$ cat config.mk
export PLATFORM = sky130hd
export DESIGN_NAME = axis_counter_gen
export DESIGN_NICKNAME = d
export VERILOG_FILES = /design/src/rtl/axis_counter_gen.sv
export SDC_FILE = /design/constraint.sdc
export NUM_CORES = 1
export LEC_CHECK = 0
export BUFFER_PORTS_ARGS = -buffer_cell sky130_fd_sc_hd__buf_2
export CORE_UTILIZATION = 45
export DETAILED_ROUTE_END_ITERATION = 7
export GPL_ROUTABILITY_DRIVEN = 0
export SYNTH_ARGS = -nofsm -noshare
export SYNTH_HDL_FRONTEND = slang
export SYNTH_SLANG_ARGS = --single-unit
export TNS_END_PERCENT = 50
$ cat constraint.sdc
create_clock -name aclk -period 6 [get_ports aclk]
set_clock_uncertainty 0.2 [all_clocks]
set_input_delay 0.6 -clock aclk [delete_from_list [all_inputs] [get_ports aclk]]
set_output_delay 0.6 -clock aclk [all_outputs]
set_load 0.02 [all_outputs]
$ cat src/rtl/axis_counter_gen.sv
// axis_counter_gen: AXI4-Stream ramp/counter source with programmable start,
// step and limit, a sample-rate prescaler, sawtooth/triangle/one-shot modes,
// run/stop control and back-pressure-safe beat hand-off.
// Optional build macro AXIS_COUNTER_GEN_TLAST_EN adds M_AXIS_tlast, which
// marks the beat after which the sequence restarts.
//
// state  | meaning
// IDLE   | stopped, waiting for run; cfg_* sampled on leaving
// RUN    | prescaling and offering beats
// DONE   | one-shot reached limit; waiting for run to drop
module axis_counter_gen #(
    parameter int AXIS_TDATA_WIDTH = 32,
    parameter int COUNTER_WIDTH    = 32,
    parameter int PRESCALER_WIDTH  = 16
) (
    input  logic                        aclk,
    input  logic                        aresetn,
    input  logic                        run,
    input  logic [1:0]                  cfg_mode,
    input  logic [COUNTER_WIDTH-1:0]    cfg_start,
    input  logic [COUNTER_WIDTH-1:0]    cfg_step,
    input  logic [COUNTER_WIDTH-1:0]    cfg_limit,
    input  logic [PRESCALER_WIDTH-1:0]  cfg_prescaler,
    output logic [COUNTER_WIDTH-1:0]    counter,
    output logic                        done,
    input  logic                        M_AXIS_tready,
    output logic                        M_AXIS_tvalid,
    output logic [AXIS_TDATA_WIDTH-1:0] M_AXIS_tdata
`ifdef AXIS_COUNTER_GEN_TLAST_EN
    ,
    output logic                        M_AXIS_tlast
`endif
);

    localparam int CW = COUNTER_WIDTH;

    localparam logic [1:0] S_IDLE = 2'd0;
    localparam logic [1:0] S_RUN  = 2'd1;
    localparam logic [1:0] S_DONE = 2'd2;

    localparam logic [1:0] M_SAW     = 2'd0;
    localparam logic [1:0] M_TRI     = 2'd1;
    localparam logic [1:0] M_ONESHOT = 2'd2;

    logic [1:0]                 state;
    logic [CW-1:0]              value;
    logic                       dir_down;
    logic [PRESCALER_WIDTH-1:0] pcnt;
    logic                       tvalid;

    logic [1:0]                 sh_mode;
    logic [CW-1:0]              sh_start;
    logic [CW-1:0]              sh_step;
    logic [CW-1:0]              sh_limit;
    logic [PRESCALER_WIDTH-1:0] sh_presc;

    logic [1:0]  mode_eff;
    logic [CW:0] sum;
    logic [CW:0] diff;
    logic        over_limit;
    logic [CW-1:0] up_sat;
    logic [CW-1:0] dn_sat;
    logic [CW-1:0] next_value;
    logic        next_dir_down;
    logic        offer;
    logic        hs;

    // Mode 3 is reserved and behaves as sawtooth
    assign mode_eff = (sh_mode == 2'd3) ? M_SAW : sh_mode;

    // One extra bit on the arithmetic so overflow and borrow are visible
    assign sum        = {1'b0, value} + {1'b0, sh_step};
    assign diff       = {1'b0, value} - {1'b0, sh_step};
    assign over_limit = (sum > {1'b0, sh_limit});
    assign up_sat     = over_limit ? sh_limit : sum[CW-1:0];
    assign dn_sat     = (diff[CW] || (diff[CW-1:0] < sh_start)) ? sh_start : diff[CW-1:0];

    assign offer = (state == S_RUN) && !tvalid && run && (pcnt == '0);
    assign hs    = tvalid && M_AXIS_tready;

    // Value that follows the current beat, per waveform mode
    always_comb begin
        next_value    = value;
        next_dir_down = dir_down;
        case (mode_eff)
            M_TRI: begin
                if (!dir_down) begin
                    if (value == sh_limit) begin
                        next_dir_down = 1'b1;
                        next_value    = dn_sat;
                    end else begin
                        next_value = up_sat;
                    end
                end else begin
                    if (value == sh_start) begin
                        next_dir_down = 1'b0;
                        next_value    = up_sat;
                    end else begin
                        next_value = dn_sat;
                    end
                end
            end
            M_ONESHOT: next_value = up_sat;
            default:   next_value = over_limit ? sh_start : sum[CW-1:0];
        endcase
    end

    // Sequencer: config capture, prescaler, beat hand-off and mode termination
    always_ff @(posedge aclk) begin
        if (!aresetn) begin
            state    <= S_IDLE;
            value    <= '0;
            dir_down <= 1'b0;
            pcnt     <= '0;
            tvalid   <= 1'b0;
            sh_mode  <= M_SAW;
            sh_start <= '0;
            sh_step  <= '0;
            sh_limit <= '0;
            sh_presc <= '0;
        end else begin
            case (state)
                S_IDLE: begin
                    tvalid <= 1'b0;
                    if (run) begin
                        state    <= S_RUN;
                        sh_mode  <= cfg_mode;
                        sh_start <= cfg_start;
                        sh_step  <= cfg_step;
                        sh_limit <= cfg_limit;
                        sh_presc <= cfg_prescaler;
                        value    <= cfg_start;
                        dir_down <= 1'b0;
                        pcnt     <= cfg_prescaler;
                    end
                end
                S_RUN: begin
                    if (!tvalid) begin
                        if (!run) begin
                            state <= S_IDLE;
                        end else if (pcnt == '0) begin
                            tvalid <= 1'b1;
                        end else begin
                            pcnt <= pcnt - 1'b1;
                        end
                    end else if (M_AXIS_tready) begin
                        tvalid   <= 1'b0;
                        value    <= next_value;
                        dir_down <= next_dir_down;
                        pcnt     <= sh_presc;
                        if (mode_eff == M_ONESHOT && value == sh_limit) begin
                            state <= S_DONE;
                        end else if (!run) begin
                            state <= S_IDLE;
                        end
                    end
                end
                S_DONE: begin
                    tvalid <= 1'b0;
                    if (!run) begin
                        state <= S_IDLE;
                    end
                end
                default: begin
                    state  <= S_IDLE;
                    tvalid <= 1'b0;
                end
            endcase
        end
    end

`ifdef AXIS_COUNTER_GEN_TLAST_EN
    logic last_flag;

    // Beat after which the sequence restarts
    always_comb begin
        case (mode_eff)
            M_TRI:     last_flag = dir_down && (value == sh_start);
            M_ONESHOT: last_flag = (value == sh_limit);
            default:   last_flag = over_limit;
        endcase
    end

    // tlast is captured in the same cycle tvalid rises, so it stays aligned with tdata
    always_ff @(posedge aclk) begin
        if (!aresetn) begin
            M_AXIS_tlast <= 1'b0;
        end else if (offer) begin
            M_AXIS_tlast <= last_flag;
        end else if (hs) begin
            M_AXIS_tlast <= 1'b0;
        end
    end
`endif

    assign counter       = value;
    assign done          = (state == S_DONE);
    assign M_AXIS_tvalid = tvalid;
    assign M_AXIS_tdata  = AXIS_TDATA_WIDTH'(value);

endmodule
==> out/qor.yml <==
cap_viol_max_count: 0
gr-usage-met3: 0.0636
routedWlPerCell_um: 21.3
pwr_density_cell_mw_per_mm2: 292
grt.busiest_layer: "met2"
synth_cell_types: 73
fp.coreArea_mm2: 0.0317
io_pins: 184
synth_fp_nets: 2284
fill_cells: 3176
holdWs_ns: 0.168
cts_root_buf: "clkbuf_16"
dieArea_mm2: 0.0331
p_leak_nw: 7.32
cp_max_fo: 5
globalRouteMet2Util: 0.513
cts_buffer_depth: 2
fmax_mhz: 168
hold_violations: 0
slew_headroom: 0.255
synth_area_leader_cell: "dfxtp_1"
dr.pass1.iters: 5
worstSkewPairLatency_ns: 0.47
critPathCaptureType: "flip-flop"
worst_slew_pin_slew_ns: 1.12
holdCritStartpoint: "cfg_step[27]"
die_h_um: 182
fp.dieW_um: 182
area_delta_synth_final_pct: 16.7
grt_pass1_vias: 14700
yosysSeqAreaShare: 0.228
cts_sinks: 166
synthTopCellsByCount: "351 x nand2_1, 230 x a21oi_1, 166 x dfxtp_1, 141 x inv_1, 130 x ha_1"
antenna_found_initial: 6
synthTopCellsByArea: "dfxtp_1 23%, ha_1 11%, nand2_1 9.1%"
synth-edff-count: 0
vdd_drop_max_mv: 0.244
hold_buffers: 0
timing.final.crit_share: 0.992
drcViolationCount: 0
cts_tree: "done"
cp.arrival_ns: 6.06
status: "complete, no violations"
hold_class: "primary input to flip-flop"
detail_route.vias_per_cell: 6.03
crit_path_start_kind: "flip-flop"
grt_usage: 0.328
rows: 65
via_count: 15700
drt_iter0_markers: 1801
synth_warnings: 0
initial_utilization: 0.459
final-setup-viol-count: 0
grt_max_degree: 88
placed_area_mm2: 0.0159
synth_cells: 2034
syn_area_mm2: 0.0145
syn_avg_cell_area_um2: 7.15
synthArstFlopShare: 0
cts_max_level: 4
critPathKind: "flip-flop to flip-flop"
clk_pin_slew_ns: 0.08
detail-route-antenna-nets: 0
fin_crit_ns: 5.95
synth_top_area_frac: 0.228
grt.overflow.total: 0
cts_buffers: 17
use_met1: 0.441
slew_violations: 0
ys_ff_latch: 166
drive_above_1_share: 0.179
grt_pass1_wl_mm: 83.7
ys.flop_type: "dfxtp_1"
port_buffers: 183
final_area_mm2: 0.0170
nNetsFinal: 2434
power_mw: 4.96
hpwl_mm: 40.3
yosysMostFrequentCell: "nand2_1"
drt_wl_total_mm: 55.5
crit_path_start: "sh_step[0]"
worst-endpoint-required_ns: 6.11
r2r-start: "sh_step[0]"
==> worst paths after layout <==
kind                                        end  slack, ns  cells past startpoint
worst max-delay path            M_AXIS_tdata[3]       0.05                     24
worst min-delay path                sh_step[27]       0.17                      3
worst max register to register  M_AXIS_tdata[3]       0.05                     24
worst min register to register     sh_presc[15]       0.26                      2
==> per-layer routing <==
metal  part of all wire  vias up
li1                   -     7434
met1               0.43     7357
met2               0.44      771
met3              0.088      127
met4              0.037        6
met5            0.00056        -
==> through the flow <==
stage               TNS (ns)  std cells  setup slack (ns)   util
floorplan                  0       2034             0.512      -
global placement       -1.21       2553            -0.197  0.502
detailed placement     -2.26       2553            -0.245  0.502
CTS                        0       2586            0.0157  0.521
global route           -2.11       2600            -0.103  0.535
finish                     0       2602            0.0485  0.535
==> registers in the layout, indices dropped and copies added, names as in the netlist <==
register	cells
M_AXIS_tdata	32
M_AXIS_tvalid	1
dir_down	1
pcnt	16
sh_limit	32
sh_mode	2
sh_presc	16
sh_start	32
sh_step	32
state	2
==> logic make-up (layout without fill, tap and decap cells) <==
kind of cell             count (synthesis)  in the layout  share of synthesized area
AND/OR/NAND/NOR                        690            690                      0.213
XOR/XNOR                               125            125                     0.0753
buffers and inverters                  299            462                     0.0905
adder cells (fa/ha/maj)                132            132                      0.115
flip-flops                             166            166                      0.228
multiplexers                            23             23                     0.0163
AO/OA/AOI/OAI                          599            599                      0.262
other                                    0              3                          0
==> placed cells by master, fill, tap and decap left out, drive strengths merged, types with 22 or more instances in the layout <==
cell / instances
nand2: 351
xor2: 57
nand3: 22
nand4: 26
inv: 149
o21ai: 111
ha: 130
o21a: 25
nor4: 26
a221oi: 28
o211ai: 31
nand2b: 22
dfxtp: 166
a211oi: 28
xnor2: 68
buf: 285
nor3: 43
nor2: 123
a21oi: 230
==> final cells by class <==
| type | instances | area, um2 | area share |
|---|---|---|---|
| clock inverter | 14 | 143 | 0.00840 |
| inverter | 142 | 536 | 0.0315 |
| multi-input combinational | 1569 | 10200 | 0.601 |
| antenna | 3 | 7.51 | 0.000442 |
| timing repair buffer | 288 | 1820 | 0.107 |
| clock buffer | 18 | 429 | 0.0253 |
| tap | 402 | 503 | 0.0296 |
| sequential | 166 | 3330 | 0.196 |
==> critical path, stage by stage (launching register included) <==
cell,delay [ns]
dfxtp_4,0.36
ha_4,0.16
fa_2,0.38
or2b_1,0.22
a211oi_2,0.14
o41a_1,0.58
a2111oi_4,0.43
buf_4,0.19
o31ai_4,0.08
a211oi_2,0.39
buf_4,0.19
xnor2_2,0.13
ha_1,0.28
a211oi_1,0.20
o21ai_1,0.14
a221oi_2,0.29
a21boi_2,0.11
nor4_4,0.32
buf_6,0.20
clkbuf_16,0.17
buf_4,0.13
mux2i_1,0.19
a21oi_1,0.08
a21oi_1,0.14
nor3_1,0.06
==> repair_timing <==
item                                    in CTS  in global routing
pin swaps                                    1                 34
gates cloned                                 0                  3
endpoints found under the setup margin      25                 32
setup buffers                                1                 11
endpoints found under the hold margin        0                  0
resized for setup                            4                 66
==> power breakdown <==
part / internal, mW / switching, mW
registers: 1.18 / 0.0954
logic: 1.04 / 1.52
clock network: 0.585 / 0.548
(Power assumes the default switching activity.)
